[src/rtl/spe_accumulator_if.sv]
// Partial-sum ingress and spike-result egress bundle for the summing PE.
interface spe_accumulator_if #(
    parameter int unsigned SUM_WIDTH = 14
);
    logic                        in_valid;
    logic                        in_ready;
    logic [3:0]                  in_src;
    logic signed [SUM_WIDTH-1:0] in_psum;
    logic                        ts_done;
    logic                        out_valid;
    logic                        out_ready;
    logic [6:0]                  out_pixel;
    logic                        out_spike;
    logic                        ts_complete;
    logic                        err;

    modport master (
        output in_valid, in_src, in_psum, ts_done, out_ready,
        input  in_ready, out_valid, out_pixel, out_spike, ts_complete, err
    );

    modport slave (
        input  in_valid, in_src, in_psum, ts_done, out_ready,
        output in_ready, out_valid, out_pixel, out_spike, ts_complete, err
    );
endinterface

[src/rtl/spe_accumulator.sv]
// Summing PE: gathers five PPE partial sums per pixel through a small reorder
// window, integrates them into persistent membrane potentials and emits spikes.
module spe_accumulator #(
    parameter int unsigned SPE_ID       = 0,
    parameter int unsigned SUM_WIDTH    = 14,
    parameter int unsigned MEMPOT_WIDTH = 16,
    parameter int          THRESHOLD    = 64,
    parameter int unsigned SRC_BASE     = 5,
    parameter int unsigned SLOTS        = 4,
    parameter int unsigned NUM_PIXELS   = 89
) (
    input  logic               clk,
    input  logic               rst,
    spe_accumulator_if.slave   bus
);
    localparam int unsigned NSRC   = 5;
    localparam int unsigned ACC_W  = SUM_WIDTH + 3;
    localparam int unsigned PTR_W  = $clog2(NUM_PIXELS + 1);
    localparam int unsigned SLOT_W = $clog2(SLOTS);
    localparam int unsigned SUM_W  = ((ACC_W > MEMPOT_WIDTH) ? ACC_W : MEMPOT_WIDTH) + 1;
    localparam logic signed [SUM_W-1:0] MP_MAX = SUM_W'((1 << (MEMPOT_WIDTH - 1)) - 1);
    localparam logic signed [SUM_W-1:0] MP_MIN = ~MP_MAX;

    if (SPE_ID > 4 || NUM_PIXELS > 128 || SLOTS < 2) begin : g_param_check
        $error("spe_accumulator: unsupported parameter set");
    end

    logic [PTR_W-1:0]              src_cnt [NSRC];
    logic [PTR_W-1:0]              retire_ptr;
    logic signed [ACC_W-1:0]       acc     [SLOTS];
    logic [NSRC-1:0]               mask    [SLOTS];
    logic signed [MEMPOT_WIDTH-1:0] mempot [NUM_PIXELS];

    logic                          src_ok;
    logic [2:0]                    src_idx;
    logic [PTR_W-1:0]              cur_cnt;
    logic [SLOT_W-1:0]             wr_slot;
    logic [SLOT_W-1:0]             rd_slot;
    logic [PTR_W-1:0]              rd_idx;
    logic                          accept;
    logic                          drop;
    logic                          fire;
    logic                          pending;
    logic signed [SUM_W-1:0]       sum_w;
    logic signed [MEMPOT_WIDTH-1:0] mp_sat;
    logic                          spike_c;

    // Window check, retire decision and saturated potential update.
    always_comb begin
        src_ok   = 1'b0;
        src_idx  = '0;
        cur_cnt  = '0;
        wr_slot  = '0;
        rd_slot  = '0;
        rd_idx   = '0;
        accept   = 1'b0;
        drop     = 1'b0;
        fire     = 1'b0;
        pending  = bus.out_valid;
        sum_w    = '0;
        mp_sat   = '0;
        spike_c  = 1'b0;
        bus.in_ready = 1'b1;

        src_ok = (bus.in_src >= 4'(SRC_BASE)) && (bus.in_src <= 4'(SRC_BASE + 4));
        if (src_ok) begin
            src_idx = 3'(bus.in_src - 4'(SRC_BASE));
            cur_cnt = src_cnt[src_idx];
        end
        if (src_ok && (PTR_W'(cur_cnt - retire_ptr) >= PTR_W'(SLOTS))) begin
            bus.in_ready = 1'b0;
        end
        accept  = bus.in_valid && bus.in_ready;
        drop    = !src_ok || (cur_cnt == PTR_W'(NUM_PIXELS));
        wr_slot = cur_cnt[SLOT_W-1:0];
        rd_slot = retire_ptr[SLOT_W-1:0];
        if (retire_ptr < PTR_W'(NUM_PIXELS)) begin
            rd_idx = retire_ptr;
        end
        fire = (&mask[rd_slot]) && (!bus.out_valid || bus.out_ready);

        for (int s = 0; s < int'(SLOTS); s++) begin
            if (|mask[s]) begin
                pending = 1'b1;
            end
        end

        sum_w = SUM_W'(mempot[rd_idx]) + SUM_W'(acc[rd_slot]);
        if (sum_w > MP_MAX) begin
            mp_sat = MEMPOT_WIDTH'(MP_MAX);
        end else if (sum_w < MP_MIN) begin
            mp_sat = MEMPOT_WIDTH'(MP_MIN);
        end else begin
            mp_sat = sum_w[MEMPOT_WIDTH-1:0];
        end
        spike_c = (mp_sat >= MEMPOT_WIDTH'(THRESHOLD));
    end

    always_ff @(posedge clk or posedge rst) begin
        if (rst) begin
            for (int k = 0; k < int'(NSRC); k++) begin
                src_cnt[k] <= '0;
            end
            for (int s = 0; s < int'(SLOTS); s++) begin
                acc[s]  <= '0;
                mask[s] <= '0;
            end
            for (int p = 0; p < int'(NUM_PIXELS); p++) begin
                mempot[p] <= '0;
            end
            retire_ptr      <= '0;
            bus.out_valid   <= 1'b0;
            bus.out_pixel   <= '0;
            bus.out_spike   <= 1'b0;
            bus.ts_complete <= 1'b0;
            bus.err         <= 1'b0;
        end else begin
            bus.ts_complete <= 1'b0;
            if (bus.ts_done) begin
                // Rearm for the next timestep; potentials carry over.
                if (pending) begin
                    bus.err <= 1'b1;
                end
                for (int k = 0; k < int'(NSRC); k++) begin
                    src_cnt[k] <= '0;
                end
                for (int s = 0; s < int'(SLOTS); s++) begin
                    acc[s]  <= '0;
                    mask[s] <= '0;
                end
                retire_ptr    <= '0;
                bus.out_valid <= 1'b0;
            end else begin
                if (bus.out_valid && bus.out_ready) begin
                    bus.out_valid <= 1'b0;
                    if (bus.out_pixel == 7'(NUM_PIXELS - 1)) begin
                        bus.ts_complete <= 1'b1;
                    end
                end
                if (fire) begin
                    bus.out_valid   <= 1'b1;
                    bus.out_pixel   <= 7'(retire_ptr);
                    bus.out_spike   <= spike_c;
                    mempot[rd_idx]  <= spike_c ? '0 : mp_sat;
                    acc[rd_slot]    <= '0;
                    mask[rd_slot]   <= '0;
                    retire_ptr      <= retire_ptr + PTR_W'(1);
                end
                // The window check keeps wr_slot distinct from a retiring rd_slot.
                if (accept) begin
                    if (drop) begin
                        bus.err <= 1'b1;
                    end else begin
                        acc[wr_slot]           <= acc[wr_slot] + ACC_W'(bus.in_psum);
                        mask[wr_slot][src_idx] <= 1'b1;
                        src_cnt[src_idx]       <= cur_cnt + PTR_W'(1);
                    end
                end
            end
        end
    end
endmodule

[src/flat_wrapper.sv]
// flat-port wrapper written by rule: the top's interface ports become plain ports
module spe_accumulator_flat 
#(
    parameter int unsigned SPE_ID       = 0,
    parameter int unsigned SUM_WIDTH    = 14,
    parameter int unsigned MEMPOT_WIDTH = 16,
    parameter int          THRESHOLD    = 64,
    parameter int unsigned SRC_BASE     = 5,
    parameter int unsigned SLOTS        = 4,
    parameter int unsigned NUM_PIXELS   = 89
)
  (clk, rst, bus_in_valid, bus_in_src, bus_in_psum, bus_ts_done, bus_out_ready, bus_in_ready, bus_out_valid, bus_out_pixel, bus_out_spike, bus_ts_complete, bus_err);
  spe_accumulator_if #(.SUM_WIDTH(SUM_WIDTH)) bus_i ();
  input  logic clk;
  input  logic rst;
  input wire logic [$bits(bus_i.in_valid)-1:0] bus_in_valid;
  input wire logic [$bits(bus_i.in_src)-1:0] bus_in_src;
  input wire logic [$bits(bus_i.in_psum)-1:0] bus_in_psum;
  input wire logic [$bits(bus_i.ts_done)-1:0] bus_ts_done;
  input wire logic [$bits(bus_i.out_ready)-1:0] bus_out_ready;
  output wire logic [$bits(bus_i.in_ready)-1:0] bus_in_ready;
  output wire logic [$bits(bus_i.out_valid)-1:0] bus_out_valid;
  output wire logic [$bits(bus_i.out_pixel)-1:0] bus_out_pixel;
  output wire logic [$bits(bus_i.out_spike)-1:0] bus_out_spike;
  output wire logic [$bits(bus_i.ts_complete)-1:0] bus_ts_complete;
  output wire logic [$bits(bus_i.err)-1:0] bus_err;
  assign bus_i.in_valid = bus_in_valid;
  assign bus_i.in_src = bus_in_src;
  assign bus_i.in_psum = bus_in_psum;
  assign bus_i.ts_done = bus_ts_done;
  assign bus_i.out_ready = bus_out_ready;
  assign bus_in_ready = bus_i.in_ready;
  assign bus_out_valid = bus_i.out_valid;
  assign bus_out_pixel = bus_i.out_pixel;
  assign bus_out_spike = bus_i.out_spike;
  assign bus_ts_complete = bus_i.ts_complete;
  assign bus_err = bus_i.err;
  spe_accumulator #(.SPE_ID(SPE_ID), .SUM_WIDTH(SUM_WIDTH), .MEMPOT_WIDTH(MEMPOT_WIDTH), .THRESHOLD(THRESHOLD), .SRC_BASE(SRC_BASE), .SLOTS(SLOTS), .NUM_PIXELS(NUM_PIXELS)) u_core (.clk(clk), .rst(rst), .bus(bus_i));
endmodule
[config.mk]
export PLATFORM = sky130hd
export DESIGN_NAME = spe_accumulator_flat
export DESIGN_NICKNAME = d
export VERILOG_FILES = /design/src/rtl/spe_accumulator_if.sv /design/src/rtl/spe_accumulator.sv /design/src/flat_wrapper.sv
export SDC_FILE = /design/constraint.sdc
export NUM_CORES = 2
export LEC_CHECK = 0
export CAP_MARGIN = 20
export CORE_ASPECT_RATIO = 2
export CORE_MARGIN = 2
export CORE_UTILIZATION = 25
export CTS_CLUSTER_SIZE = 14
export DETAILED_ROUTE_END_ITERATION = 10
export GPL_ROUTABILITY_DRIVEN = 0
export HOLD_SLACK_MARGIN = 0.05
export PLACE_DENSITY = 0.48
export SYNTH_ARGS = -nofsm -noshare
export SYNTH_HDL_FRONTEND = slang
export SYNTH_SLANG_ARGS = --single-unit
export TNS_END_PERCENT = 50
[constraint.sdc]
create_clock -name clk -period 154.5 [get_ports clk]
set_input_delay 23.175 -clock clk [delete_from_list [all_inputs] [get_ports clk]]
set_output_delay 23.175 -clock clk [all_outputs]
set_load 0.01 [all_outputs]
# Word level (Yosys, flattened, before mapping)
# Index checks and enable logic that the tools add are counted.
# op_classes
muxes	68
bitwise_logic	11
n_eq_ne	4
reduce_logical	26
n_addsub	6
n_lt_le_gt_ge	18
# op_table
op	count
$bwmux W1424	1
$mux W68	5
$bmux W16 S7	1
$demux W16 S7	1
$mux W35	3
$mux W17	6
$mux W20	5
$mux W16	6
$and A68 B68 Y68	1
$bmux W17 S2	2
$bwmux W68	1
$demux W17 S2	2
$not A68 Y68	1
$mux W7	7
$bwmux W35	1
$bmux W7 S3	1
$demux W7 S3	1
$and A20 B20 Y20	1
$demux W5 S2	2
$mux W5	4
$not A20 Y20	1
$or A20 B20 Y20	1
$reduce_or A5 Y1	4
$add A16 B17 Y18	1
other kinds (38)	74
# totals
register_bits	1565
out_inout_bits	12
in_bits	23
word_cells	241

# Longest topological paths before layout
# logic_depth
depth_word	15
mapped_depth	26
ltp_nobuf	20

# Worst setup path after synthesis
# OpenSTA, ideal clock, no wires.
# synth_path
path_type	input to output
startpoint	input bus_in_src[0]
endpoint	output bus_in_ready
setup_slack_ns	104.203
arrival_ns	27.122
required_time_ns	131.325
n_path_buf	6
cell_stages	18
path_cell_list	buf_2 > buf_2 > inv_1 > ha_1 > or3b_1 > a21oi_1 > buf_2 > a22o_1 > clkbuf_1 > clkbuf_1 > ha_1 > nor2b_1 > or4_1 > o22ai_1 > a21oi_1 > o21a_1 > inv_2 > clkbuf_1
# synth_via
elab_chain_len	10
word_cells_on_any_way	13
cone_classes	2 x add/sub; 3 x order compare; 5 x mux; 1 x bitwise; 2 x reduce/logical
# synth_lines
element	line_no	source
start, declared	flat_wrapper.sv:17	input wire logic [$bits(bus_i.in_src)-1:0] bus_in_src;
$sub A3 B3 Y3	spe_accumulator.sv:67	src_idx = 3'(bus.in_src - 4'(SRC_BASE));
$not A3 Y4 (not written as such)	spe_accumulator.sv:68	cur_cnt = src_cnt[src_idx];
$bmux W7 S3	spe_accumulator.sv:68	
$mux W7 (not written as such) (2 in a row)	spe_accumulator.sv:68	
$mux W7	spe_accumulator.sv:66	if (src_ok) begin
$sub A7 B7 Y7	spe_accumulator.sv:70	if (src_ok && (PTR_W'(cur_cnt - retire_ptr) >= PTR_W'(SLOTS))) begin
$ge A7 B3 Y1	spe_accumulator.sv:70	
$logic_and A1 B1 Y1 *	spe_accumulator.sv:70	
$mux W1 *	spe_accumulator.sv:70	
end, declared	flat_wrapper.sv:21	output wire logic [$bits(bus_i.in_ready)-1:0] bus_in_ready;
# Mark *: on every way between the ends. The rest lies on a longest branch, timed or not. The select of a mux whose other input is x is not followed.

# Worst setup path in the final report
# Same ends and word-level chain as after synthesis.

==> flow_metrics.env <==
export IMPL_status="finished clean"
export IMPL_required_ps=131320
export IMPL_r2r_cells=24
export IMPL_ant_nets=0
export IMPL_cts_tree="yes"
export IMPL_synth_main_ff_cell="dfrtp_1"
export IMPL_ios=35
export IMPL_netlist_area_um2=71100
export IMPL_cts_sinks=1565
export IMPL_critical_path_class="in -> out"
export IMPL_drv_cap=0
export IMPL_drive_gt1_share_pct=7.43
export IMPL_start_util_pct=25.2
export IMPL_cts_buffer_depth=4
export IMPL_p_leak_nw=33.6
export IMPL_synth_edf_count=0
export IMPL_dp_final_hpwl_um=174000
export IMPL_drt_iter0_markers=4296
export IMPL_synth_yosys_warnings=0
export IMPL_critPathLaunchType="input port"
export IMPL_synth_seq_cells=1565
export IMPL_drc_errors=0
export IMPL_numCtsBuffers=151
export IMPL_cts_root_buf="clkbuf_16"
export IMPL_final_hold_viol_count=0
export IMPL_tightestPinTransition_ps=1220
export IMPL_arrival_ps=28660
export IMPL_grt_total_usage_pct=17.9
export IMPL_die_height_um=758
export IMPL_period_needed_ps=51830
export IMPL_synth_avg_cell_area_um2=9.16
export IMPL_synthToLayoutAreaGrowth_pct=12.4
export IMPL_final_max_slew_viol_count=0
export IMPL_worstSetupEndpointType="output port"
export IMPL_grt_max_degree=177
export IMPL_final_common_cell="nand2_1"
export IMPL_worstSkewPairLatency_ps=830
export IMPL_rsz0062_at_grt="no"
export IMPL_final_cell_mix="nand2_1 (1,570), dfrtp_1 (1,564), o21ai_0 (943)"
export IMPL_synth_area_leaders="dfrtp_1 (55%), nand2_1 (8.3%), o21ai_0 (6.6%)"
export IMPL_timing_final_crit_share_pct=33.5
export IMPL_syn_nets=7829
export IMPL_firstDrtPassIters=9
export IMPL_post_drt_via_cell_ratio=5.06
export IMPL_portBuffers=34
export IMPL_yosysTopAreaCellShare_pct=55.1
export IMPL_path_clk_slew_ps=70
export IMPL_die_w_um=381
export IMPL_power_per_cell_area_nw_per_um2=10.0
export IMPL_die_area_um2=289000
export IMPL_dr_total_vias=57000
export IMPL_ys_async_sr_fraction_pct=100
export IMPL_max_freq_mhz=19.3
export IMPL_peakVddDrop_v=0.00000927
export IMPL_yosysSeqAreaShare_pct=55.1
export IMPL_fin_nets=7489
export IMPL_antenna_found_initial=6
export IMPL_synth_cells=7755
export IMPL_path_max_fanout=15
export IMPL_whs_ps=474
export IMPL_num_rows=276
export IMPL_skew_ps=60.4
export IMPL_core_um2=282000
export IMPL_wl_um=264000
export IMPL_wl_per_cell_um=23.5
export IMPL_yosys_area_top_type="dfrtp_1"
export IMPL_grt_pass1_vias=57800
export IMPL_max_slew_margin_pct=18.4
export IMPL_grt_pass1_wl_um=391000
export IMPL_ff2ff_setup_slack_ps=143890
export IMPL_cts_setup_buffers=0
export IMPL_grt_overflow=0
export IMPL_hold_class="reg -> reg"
export IMPL_cts_resized=0
export IMPL_hold_buffers=0
export IMPL_synth_cell_types=76
export IMPL_holdPathStages=2
export IMPL_fin_tns_setup_ps=0
export IMPL_finalSetupViolCount=0
export IMPL_htreeDepth=4
[kinds of logic after synthesis]
kind of cell | share of synthesized area (%)
AOI/OAI and AO/OA | 18.2
adders and majority gates | 0.919
DFF | 55.1
muxes | 5.52
buffers and inverters | 3.90
and+or+nand+nor | 15.8
xor gates and xnor gates | 0.525
[layout make-up]
cell class | instances | area [um^2]
timing repair buffer | 209 | 1830
inverter | 29 | 116
antenna | 2 | 5.00
clock inverter | 28 | 231
multi-input combinational | 5459 | 29500
clock buffer | 209 | 4340
sequential | 1565 | 39200
tap | 3753 | 4700
fill | 30200 | 203000
[metrics by stage]
step	power [mW]	util, %	instance area [um^2]	cells	setup slack [ps]
3_3_place_gp	0.442	26.6	75100	11000	102770
4_1_cts	0.811	28.2	79800	11200	102710
3_5_place_dp	0.443	26.6	75200	11000	102720
6_report	0.801	28.3	79900	11300	102670
5_1_grt	0.825	28.3	79900	11300	102370
2_1_floorplan	0.435	-	71100	7755	87170
[sequential cells by signal, summed over array words and instances, names as in the netlist]
name / count
u_core.acc: 68
u_core.bus.out_spike: 1
u_core.mempot: 1424
u_core.bus.out_pixel: 7
u_core.bus.out_valid: 1
u_core.bus.ts_complete: 1
u_core.mask: 20
u_core.retire_ptr: 7
u_core.src_cnt: 35
u_core.bus.err: 1
[power by group]
part,switching [mW],total [mW],internal [mW]
sequential,0.000316,0.410,0.410
clock,0.168,0.367,0.199
combinational,0.0194,0.0243,0.00488
[cells in the mapped netlist (28+ instances only)]
library cell  number
a21oi_1          711
a222oi_1          89
a31oi_1          134
buf_1             46
clkbuf_1         631
dfrtp_1         1565
ha_1              49
mux2_2            90
mux2i_1          237
nand2_1         1580
nand3_1          271
nor2_1           706
nor3_1            56
o21ai_0          944
o221ai_1          71
o22ai_1          115
xnor2_1           28
[per-layer routing]
| metal | vias up | track usage [%] | part of all wire [%] |
|---|---|---|---|
| li1 | 26300 | - | - |
| met1 | 28400 | 18.4 | 35 |
| met2 | 1628 | 33.8 | 53 |
| met3 | 666 | 1.59 | 3.6 |
| met4 | 4 | 13.0 | 8.3 |
| met5 | - | 0 | 0.0087 |
[critical path, stage by stage]
cell and delay, ps:
clkdlybuf4s50_1 930, inv_1 130, ha_1 640, nand3_1 150
a21oi_1 910, nand2_1 160, o21ai_0 230, ha_1 360
xor2_1 170, or4_1 430, o22ai_1 200, a21oi_1 100
o21a_1 270, inv_2 230, clkdlybuf4s50_1 590
[path summary, 6_finish.rpt]
kind | startpoint | to
worst max-delay path | bus_in_src[0] | bus_in_ready
worst min-delay path | u_core.mempot[791] | u_core.mempot[791]
worst max register to register | u_core.retire_ptr[0] | u_core.mempot[628]
worst min register to register | u_core.mempot[791] | u_core.mempot[791]
max in group asynchronous | rst | u_core.mempot[315]
min in group asynchronous | rst | u_core.mempot[872]
Note: power is estimated with default switching activity, not from simulation.
